$ cat src/rtl/bcd_sevenseg_scan.sv
// -----------------------------------------------------------------------------
// bcd_sevenseg_scan
//   Display stage for a 3-digit BCD counter. The three digits are
//   time-multiplexed onto one shared 7-segment bus with three digit enables.
//   All three inputs are snapshotted together once per scan frame, so a
//   displayed number never mixes digits from two different counter values.
//   seg/an are registered and can drive board pins directly.
//
// Parameters
//   REFRESH_DIV  clk cycles each digit stays enabled (>= 1)
//   ACTIVE_LOW   1: seg/an active-low (common anode), 0: active-high
//
// Ports
//   clk         in   1  system clock, rising edge
//   rst         in   1  synchronous active-high reset
//   units       in   4  BCD digit 0
//   tens        in   4  BCD digit 1
//   hundreds    in   4  BCD digit 2
//   seg         out  7  segments {g,f,e,d,c,b,a}
//   an          out  3  digit enables {hundreds,tens,units}
//   frame_done  out  1  one-cycle pulse, snapshot taken and a new frame starts
//
// Configuration macro
//   LEADING_ZERO_BLANK_EN  when defined, a zero hundreds digit is blanked and
//                          a zero tens digit is blanked if hundreds is also
//                          zero. Units is always shown. Slot timing unchanged.
// -----------------------------------------------------------------------------
module bcd_sevenseg_scan #(
  parameter int REFRESH_DIV = 100000,
  parameter bit ACTIVE_LOW  = 1'b1
) (
  input  logic       clk,
  input  logic       rst,
  input  logic [3:0] units,
  input  logic [3:0] tens,
  input  logic [3:0] hundreds,
  output logic [6:0] seg,
  output logic [2:0] an,
  output logic       frame_done
);

  // A one-cycle slot still needs a 1-bit counter so the width never hits zero.
  localparam int               CNT_W   = (REFRESH_DIV > 1) ? $clog2(REFRESH_DIV) : 1;
  localparam logic [CNT_W-1:0] CNT_MAX = CNT_W'(REFRESH_DIV - 1);
  localparam logic [CNT_W-1:0] CNT_ONE = CNT_W'(1);
  localparam logic [CNT_W-1:0] CNT_ZERO = CNT_W'(0);

  // Pin levels that mean "nothing lit".
  localparam logic [6:0] SEG_OFF = ACTIVE_LOW ? 7'h7F : 7'h00;
  localparam logic [2:0] AN_OFF  = ACTIVE_LOW ? 3'b111 : 3'b000;

  typedef enum logic [1:0] {
    S_U = 2'd0,
    S_T = 2'd1,
    S_H = 2'd2
  } state_t;

  // BCD to segment pattern, active-high view {g,f,e,d,c,b,a}.
  // Codes 10..15 are not BCD and show a dash so a corrupted digit is visible.
  function automatic logic [6:0] bcd_to_seg(input logic [3:0] digit);
    logic [6:0] pat;
    case (digit)
      4'd0:    pat = 7'h3F;
      4'd1:    pat = 7'h06;
      4'd2:    pat = 7'h5B;
      4'd3:    pat = 7'h4F;
      4'd4:    pat = 7'h66;
      4'd5:    pat = 7'h6D;
      4'd6:    pat = 7'h7D;
      4'd7:    pat = 7'h07;
      4'd8:    pat = 7'h7F;
      4'd9:    pat = 7'h6F;
      default: pat = 7'h40;
    endcase
    return pat;
  endfunction

  logic [CNT_W-1:0] cnt_r;
  logic             tick_s;
  state_t           state_r;
  state_t           state_nxt_s;
  logic [3:0]       snap_u_r;
  logic [3:0]       snap_t_r;
  logic [3:0]       snap_h_r;
  logic             capture_s;
  logic [3:0]       digit_s;
  logic [2:0]       onehot_s;
  logic             blank_s;
  logic             blank_t_s;
  logic             blank_h_s;
  logic [6:0]       seg_nxt_s;
  logic [2:0]       an_nxt_s;
  logic [6:0]       seg_r;
  logic [2:0]       an_r;
  logic             frame_done_r;

  assign tick_s    = (cnt_r == CNT_MAX);
  // The last tick of the hundreds slot closes the frame; that is the only
  // edge at which the live inputs are sampled.
  assign capture_s = tick_s && (state_r == S_H);

  // Slot prescaler: counts 0..REFRESH_DIV-1 and wraps.
  always_ff @(posedge clk) begin
    if (rst) begin
      cnt_r <= CNT_ZERO;
    end else if (tick_s) begin
      cnt_r <= CNT_ZERO;
    end else begin
      cnt_r <= cnt_r + CNT_ONE;
    end
  end

  // Scan state register.
  always_ff @(posedge clk) begin
    if (rst) begin
      state_r <= S_U;
    end else begin
      state_r <= state_nxt_s;
    end
  end

  // Next-state logic: units -> tens -> hundreds, one step per slot tick.
  always_comb begin
    state_nxt_s = state_r;
    if (tick_s) begin
      case (state_r)
        S_U:     state_nxt_s = S_T;
        S_T:     state_nxt_s = S_H;
        S_H:     state_nxt_s = S_U;
        default: state_nxt_s = S_U;
      endcase
    end else begin
      state_nxt_s = state_r;
    end
  end

  // Frame snapshot of the three input digits.
  always_ff @(posedge clk) begin
    if (rst) begin
      snap_u_r <= 4'd0;
      snap_t_r <= 4'd0;
      snap_h_r <= 4'd0;
    end else if (capture_s) begin
      snap_u_r <= units;
      snap_t_r <= tens;
      snap_h_r <= hundreds;
    end else begin
      snap_u_r <= snap_u_r;
      snap_t_r <= snap_t_r;
      snap_h_r <= snap_h_r;
    end
  end

`ifdef LEADING_ZERO_BLANK_EN
  // Only a true zero blanks; a non-BCD code counts as nonzero.
  assign blank_h_s = (snap_h_r == 4'd0);
  assign blank_t_s = (snap_h_r == 4'd0) && (snap_t_r == 4'd0);
`else
  assign blank_h_s = 1'b0;
  assign blank_t_s = 1'b0;
`endif

  // Output decode: pick the slot's digit and enable, then apply polarity.
  always_comb begin
    digit_s   = 4'd0;
    onehot_s  = 3'b000;
    blank_s   = 1'b1;
    seg_nxt_s = SEG_OFF;
    an_nxt_s  = AN_OFF;
    case (state_r)
      S_U: begin
        digit_s  = snap_u_r;
        onehot_s = 3'b001;
        blank_s  = 1'b0;
      end
      S_T: begin
        digit_s  = snap_t_r;
        onehot_s = 3'b010;
        blank_s  = blank_t_s;
      end
      S_H: begin
        digit_s  = snap_h_r;
        onehot_s = 3'b100;
        blank_s  = blank_h_s;
      end
      default: begin
        digit_s  = 4'd0;
        onehot_s = 3'b000;
        blank_s  = 1'b1;
      end
    endcase
    if (blank_s) begin
      seg_nxt_s = SEG_OFF;
      an_nxt_s  = AN_OFF;
    end else if (ACTIVE_LOW) begin
      seg_nxt_s = ~bcd_to_seg(digit_s);
      an_nxt_s  = ~onehot_s;
    end else begin
      seg_nxt_s = bcd_to_seg(digit_s);
      an_nxt_s  = onehot_s;
    end
  end

  // Registered pin drivers; they lag the scan state by one cycle.
  always_ff @(posedge clk) begin
    if (rst) begin
      seg_r        <= SEG_OFF;
      an_r         <= AN_OFF;
      frame_done_r <= 1'b0;
    end else begin
      seg_r        <= seg_nxt_s;
      an_r         <= an_nxt_s;
      frame_done_r <= capture_s;
    end
  end

  assign seg        = seg_r;
  assign an         = an_r;
  assign frame_done = frame_done_r;

endmodule

$ cat config.mk
export PLATFORM = sky130hd
export DESIGN_NAME = bcd_sevenseg_scan
export DESIGN_NICKNAME = d
export VERILOG_FILES = /design/src/rtl/bcd_sevenseg_scan.sv
export SDC_FILE = /design/constraint.sdc
export NUM_CORES = 1
export LEC_CHECK = 0
export BUFFER_PORTS_ARGS = -buffer_cell sky130_fd_sc_hd__buf_4
export CORE_MARGIN = 4
export CORE_UTILIZATION = 40
export DETAILED_ROUTE_END_ITERATION = 6
export PLACE_DENSITY = 0.57
export SYNTH_ARGS = -nofsm -noshare
export SYNTH_HDL_FRONTEND = slang
export SYNTH_SLANG_ARGS = --single-unit
$ cat constraint.sdc
create_clock -name clk -period 2.9 [get_ports clk]
set_clock_uncertainty 0.1 [all_clocks]
set_input_delay 0 -clock clk [delete_from_list [all_inputs] [get_ports clk]]
set_output_delay 0 -clock clk [all_outputs]
set_load 0.01 [all_outputs]
# ---- Word-level counts from Yosys, hierarchy flattened
# Memories as Yosys holds them, arrays and structs flattened.
# Index checks and enable logic that the tools add are counted.
dict set report word_totals {
  register_bits 42
  elab_cells 25
  mem_count 1
  rom_bits 112
}
# name words word_bits read_ports rd_ports_with_merged_regs write_ports line
set mem_list {}
lappend mem_list {{(name not given)} 16 7 1 0 0 62} ;# case (digit)
dict set report classes {
  n_mux 4
  n_eq_ne 3
  addsub 1
  reduce_logical 5
  bitwise_logic 3
}
# op count
set ops {}
lappend ops {{adder 17 x 1 -> 17 bit, second input constant} 1}
lappend ops {{== test 17 bit, second input constant} 1}
lappend ops {{case mux 4 bit (3 select lines)} 1}
lappend ops {{case mux 3 bit (3 select lines)} 1}
lappend ops {{2-to-1 mux 7 bit} 1}
lappend ops {{inverter 7 bit} 1}
lappend ops {{case mux 2 bit (2 select lines)} 1}
lappend ops {{OR reduction 2 bit} 2}
lappend ops {{inverter 3 bit} 1}
lappend ops {{OR reduction 3 bit} 1}
lappend ops {{== test 2 x 1 -> 1 bit, second input constant} 1}
lappend ops {{== test 2 bit, second input constant} 1}
lappend ops {{logical NOT 2 bit} 1}
lappend ops {{logical AND 1 bit} 1}
lappend ops {{inverter 1 bit} 1}

# ---- Depth between registers and ports, before layout
# An unclocked memory read counts as a cell.
dict set report logic_depth {
  ltp_word 5
  mapped_depth 7
  mapped_depth_nobuf 6
}

# ---- Worst setup path after synthesis
# OpenSTA, ideal clock, no wires.
dict set report synth_path {
  path_type {register -> register}
  startpoint {register state_r[0]}
  endpoint {register seg_r[2] (netlist: seg[2])}
  t_required_ns 2.657
  setup_slack_ns 1.042
  path_stages_with_launch 8
  n_path_buf 1
  arrival_ns 1.616
  period_less_slack_ns 1.858
  setup_ns 0.143
  path_cell_list {dfxtp_1 > buf_2 > mux2i_1 > a2bb2oi_1 > inv_1 > ha_1 > a21oi_1 > o21ai_0}
}
dict set report synth_between {
  elab_chain_len 5
  elab_cells_between_ends 10
  classes_between {eq/ne (2); mux (2); bitwise (2); reduce/logical (3); memory (1)}
}
# item line
set synth_lines {}
lappend synth_lines {{start: declaration} 80} ;# state_t state_r;
lappend synth_lines {{start signal: assignment} 118} ;# state_r <= state_nxt_s;
lappend synth_lines {{== test 2 bit (tied with other cells)} 170} ;# case (state_r)
lappend synth_lines {{case mux 4 bit (3 select lines)} 170}
lappend synth_lines {{memory read (16 x 7 bit)} n/a}
lappend synth_lines {{2-to-1 mux 7 bit} 192} ;# if (blank_s) begin
lappend synth_lines {{inverter 7 bit} 196} ;# seg_nxt_s = ~bcd_to_seg(digit_s);
lappend synth_lines {{end signal: assignment} 211} ;# seg_r <= seg_nxt_s;
lappend synth_lines {{end: declaration} 93} ;# logic [6:0] seg_r;
# Several ways; a longest one is shown, not always the timed one. The select of a mux whose other input is x is not followed.
# A chain may end at the register's enable or synchronous reset.

# ---- Worst setup path in the final report
# Ends and elaborated chain as after synthesis.

==> impl_results.html <==
<table>
<tr><th>Metric</th><th>Value</th></tr>
<tr><th colspan="2">Synth</th></tr>
<tr><td>Most repeated cell in the gate-level netlist after synthesis</td><td>sky130_fd_sc_hd__dfxtp_1</td></tr>
<tr><td>Number of nets produced by synthesis</td><td>222</td></tr>
<tr><td>Portion of synthesized cell area occupied by the leading cell type</td><td>around two fifths</td></tr>
<tr><td>Post-synthesis average cell area</td><td>between 9 and 10 µm²</td></tr>
<tr><td>Netlist Area Pre-Place</td><td>~0.002 mm²</td></tr>
<tr><td>Leading area contributor after synthesis</td><td>sky130_fd_sc_hd__dfxtp_1</td></tr>
<tr><td>Biggest area contributors in the synthesized netlist</td><td>sky130_fd_sc_hd__dfxtp_1 (42%), sky130_fd_sc_hd__mux2i_1 (9.0%), sky130_fd_sc_hd__nand2b_1 (8.1%)</td></tr>
<tr><td>Number of instances in the synthesized netlist</td><td>around 200</td></tr>
<tr><td>Async set-reset flop share out of synthesis</td><td>0%</td></tr>
<tr><td>Synth cell types</td><td>35</td></tr>
<tr><td>Sequential share of the synthesized area</td><td>approximately two fifths</td></tr>
<tr><td>Adder-cell share of the synthesized area</td><td>under 10%</td></tr>
<tr><td>Post-synthesis mux area share</td><td>approximately a tenth</td></tr>
<tr><td>Post-synth EDFFs</td><td>0</td></tr>
<tr><td>Compound-gate portion of the synthesized area</td><td>between 8 and 9%</td></tr>
<tr><td>Yosys warnings</td><td>0</td></tr>
<tr><td>Share of the synthesized netlist area taken by xor and xnor gates</td><td>4.37%</td></tr>
<tr><td>Simple-Gate Fraction of Synth Area</td><td>approximately a quarter</td></tr>
<tr><td>Primary FF master, synth</td><td>sky130_fd_sc_hd__dfxtp_1</td></tr>
<tr><td>Commonest cells in the netlist</td><td>sky130_fd_sc_hd__dfxtp_1 (42), sky130_fd_sc_hd__nand2b_1 (26), sky130_fd_sc_hd__mux2i_1 (18)</td></tr>
<tr><td>Largest family of logic cells by synthesized area</td><td>simple AND/OR/NAND/NOR gates</td></tr>
<tr><td>Flip-flop and latch count after synthesis</td><td>42</td></tr>
<tr><th colspan="2">Route</th></tr>
<tr><td>Via density</td><td>about 5</td></tr>
<tr><td>Iteration count of the initial detailed-routing pass</td><td>4</td></tr>
<tr><td>Number of nets still failing antenna checks after routing</td><td>0</td></tr>
<tr><td>Detailed Route WL</td><td>3.79 mm</td></tr>
<tr><td>Average routed wire per standard cell</td><td>12.5 µm</td></tr>
<tr><td>DRC</td><td>0</td></tr>
<tr><td>Initial DRC count</td><td>between 100 and 150</td></tr>
<tr><td>Vias after detailed routing</td><td>approximately 1500</td></tr>
<tr><th colspan="2">Critical path</th></tr>
<tr><td>Critical path capture point type</td><td>register</td></tr>
<tr><td>Worst endpoint data arrival time</td><td>2340 ps</td></tr>
<tr><td>CP required</td><td>slightly below 3000 ps</td></tr>
<tr><td>Type of origin of the critical path</td><td>register</td></tr>
<tr><td>CP Max Fanout</td><td>10</td></tr>
<tr><td>Crit path kind</td><td>reg2reg</td></tr>
<tr><td>Number of cells traversed by the worst register-to-register path</td><td>6</td></tr>
<tr><th colspan="2">Clocking</th></tr>
<tr><td>Buffer levels on the longest clock path</td><td>2</td></tr>
<tr><td>H-tree level count</td><td>2</td></tr>
<tr><td>Root Driver</td><td>sky130_fd_sc_hd__clkbuf_8</td></tr>
<tr><td>Number of clock sinks</td><td>42</td></tr>
<tr><td>Later-pin clock latency in the skew report</td><td>between 200 and 300 ps</td></tr>
<tr><td>CTS tree</td><td>yes</td></tr>
<tr><td>Cts bufs inserted</td><td>5</td></tr>
<tr><td>Clock slew at reported path FFs</td><td>around 70 ps</td></tr>
<tr><th colspan="2">Pwr</th></tr>
<tr><td>Internal power consumption</td><td>just under 0.8 mW</td></tr>
<tr><td>Switching share of power</td><td>21.5%</td></tr>
<tr><td>P per Cell Area</td><td>418 mW/mm²</td></tr>
<tr><td>Switching power</td><td>0.217 mW</td></tr>
<tr><td>Max VDD drop</td><td>208 µV</td></tr>
<tr><td>Total power of the final layout</td><td>between 1 and 1.5 mW</td></tr>
<tr><td>Clock share of power</td><td>a little over a third</td></tr>
<tr><td>Proportion of power drawn by flip-flops and latches</td><td>between 50% and 60%</td></tr>
<tr><td>Proportion of power drawn by combinational gates</td><td>under 10%</td></tr>
<tr><td>Leak Pwr</td><td>roughly 0.92 nW</td></tr>
<tr><th colspan="2">Place</th></tr>
<tr><td>HPWL after detailed placement</td><td>approximately 2.7 mm</td></tr>
<tr><td>Routability-driven placement congestion ratio</td><td>roughly 0.77</td></tr>
<tr><td>Placed Cells</td><td>around 280</td></tr>
<tr><td>I/O Buffers</td><td>24</td></tr>
<tr><th colspan="2">STA</th></tr>
<tr><td>Fin crit share</td><td>just under 80%</td></tr>
<tr><td>Summed negative setup slack over all endpoints</td><td>0 ps</td></tr>
<tr><td>Number of max-slew violations in the final report</td><td>0</td></tr>
<tr><td>Hold Fails Final Rpt</td><td>0</td></tr>
<tr><td>Relative slew margins</td><td>between 40% and 50%</td></tr>
<tr><td>Transition time at the pin with the least slew margin</td><td>811 ps</td></tr>
<tr><td>Time the final worst path needs with I/O delays and setup</td><td>approximately 2300 ps</td></tr>
<tr><td>Count of final setup violators</td><td>0</td></tr>
<tr><td>Achievable clock frequency</td><td>around 430 MHz</td></tr>
<tr><td>RSZ-0062 raised after global routing</td><td>false</td></tr>
<tr><th colspan="2">Final layout</th></tr>
<tr><td>Layout cells sized above 1</td><td>16.1%</td></tr>
<tr><td>Non-filler cells, final</td><td>about 300</td></tr>
<tr><td>Number of nets in the final layout</td><td>roughly 260</td></tr>
<tr><td>Antenna Diode Count</td><td>0</td></tr>
<tr><td>Layout area overhead</td><td>20.3%</td></tr>
<tr><th colspan="2">Floorplanning</th></tr>
<tr><td>DIE AREA</td><td>about 0.0062 mm²</td></tr>
<tr><td>Vert. Die Dim</td><td>between 70 and 80 µm</td></tr>
<tr><td>Initial core utilization</td><td>41.9%</td></tr>
<tr><td>Chip Width</td><td>slightly below 80 µm</td></tr>
<tr><td>Rows</td><td>25</td></tr>
<tr><td>Core area</td><td>around 0.0048 mm²</td></tr>
<tr><td>Top-level port count</td><td>25</td></tr>
<tr><th colspan="2">Global routing</th></tr>
<tr><td>Number of global-route vias before repair</td><td>1486</td></tr>
<tr><td>Pin count of the biggest net entering global routing</td><td>34</td></tr>
<tr><td>Total overflow reported by the global router</td><td>0</td></tr>
<tr><td>Wire length of the first global-routing pass</td><td>approximately 6.7 mm</td></tr>
<tr><td>Initial antenna violation count</td><td>0</td></tr>
<tr><td>Combined global-route utilization of all metal layers</td><td>a little over an eighth</td></tr>
<tr><th colspan="2">Job</th></tr>
<tr><td>Max Cap Viol</td><td>0</td></tr>
<tr><th colspan="2">Run status</th></tr>
<tr><td>Run status</td><td>completed</td></tr>
<tr><th colspan="2">Worst hold path</th></tr>
<tr><td>Cells on Worst Hold Path</td><td>1</td></tr>
<tr><td>Type of the tightest min-delay check</td><td>reg2reg</td></tr>
</table>
==> worst paths after layout <==
| check | startpoint | endpoint | slack (ps) |
|---|---|---|---|
| hold reg to reg | cnt_r[0]$_SDFF_PP0_ | cnt_r[0]$_SDFF_PP0_ | 340 |
| setup / recovery | state_r[0]$_SDFFE_PP0N_ | seg[2]$_SDFF_PP1_ | 600 |
| hold / removal | cnt_r[0]$_SDFF_PP0_ | cnt_r[0]$_SDFF_PP0_ | 340 |
| setup reg to reg | state_r[0]$_SDFFE_PP0N_ | seg[2]$_SDFF_PP1_ | 600 |
==> sequential cells by signal, indices dropped and copies added, names as in the netlist <==
name and cells:
an 3, snap_t_r 4, snap_h_r 4, frame_done 1
snap_u_r 4, seg 7, state_r 2, cnt_r 17
==> per-stage QoR <==
step,setup WS (ps),hold slack (ps),cell area [µm²],utilization (%)
final,600,343,2410,50.4
after global routing,355,381,2410,50.4
after CTS,587,347,2410,50.4
after detailed placement,596,179,2210,46.1
after global placement,827,166,2210,46.1
after floorplan,1040,14.6,2010,-
==> what timing repair did <==
action / CTS / global route
setup endpoints to repair: 0 / 0
endpoints found under the hold margin: 14 / 0
buffers inserted: 0 / 0
hold buffers: 13 / 0
gates resized for setup: 0 / 0
==> per-layer routing <==
metal,GRT usage (%),wire (µm),vias to the layer above
li1,-,-,772
met3,4.08,162,6
met2,22.6,1800,30
met1,16.7,1760,694
met4,5.15,65,0
met5,0,0,-
==> worst max-delay path: stages (launching register included) <==
cell and delay [ps]:
sky130_fd_sc_hd__dfxtp_1 600, sky130_fd_sc_hd__mux2i_1 280, sky130_fd_sc_hd__a2bb2oi_1 500, sky130_fd_sc_hd__inv_1 210
sky130_fd_sc_hd__ha_1 250, sky130_fd_sc_hd__a21oi_1 110, sky130_fd_sc_hd__o21ai_0 100
==> cells by family (layout without fill, tap and decap cells) <==
kind of cell | after synthesis | after routing
multiplexers | 20 | 20
AND/OR/NAND/NOR | 81 | 81
buffers and inverters | 15 | 50
XOR/XNOR | 10 | 10
adder cells (fa/ha/maj) | 7 | 7
flip-flops | 42 | 42
AO/OA/AOI/OAI | 26 | 26
==> layout by cell type (no fill, tap or decap), types with 5 or more instances in the layout <==
cell / n
sky130_fd_sc_hd__buf_4: 24
sky130_fd_sc_hd__xor2_1: 9
sky130_fd_sc_hd__nand4_1: 8
sky130_fd_sc_hd__ha_1: 7
sky130_fd_sc_hd__o21ai_0: 8
sky130_fd_sc_hd__nand2_1: 5
sky130_fd_sc_hd__clkbuf_8: 5
sky130_fd_sc_hd__a21oi_1: 7
sky130_fd_sc_hd__dlygate4sd3_1: 13
sky130_fd_sc_hd__nor2_1: 16
sky130_fd_sc_hd__nand2b_1: 26
sky130_fd_sc_hd__dfxtp_1: 42
sky130_fd_sc_hd__inv_1: 6
sky130_fd_sc_hd__mux2i_1: 18
==> layout make-up <==
cell class / count / area [µm²]
Sequential cell: 42 / 841
Tap cell: 67 / 83.8
Multi-Input combinational cell: 144 / 1080
Fill cell: 446 / 2370
Clock buffer: 7 / 76.3
Inverter: 6 / 22.5
Timing Repair Buffer: 37 / 310
==> power by group through the flow <==
stage	registers, mW	logic (mW)	clock network, mW
2_1_floorplan	0.605	0.0263	0
3_3_place_gp	0.602	0.0534	0
3_5_place_dp	0.602	0.0551	0
4_1_cts	0.589	0.0691	0.365
5_1_grt	0.590	0.0767	0.389
6_report	0.589	0.0683	0.352
Power figures use the tool's default switching activity.
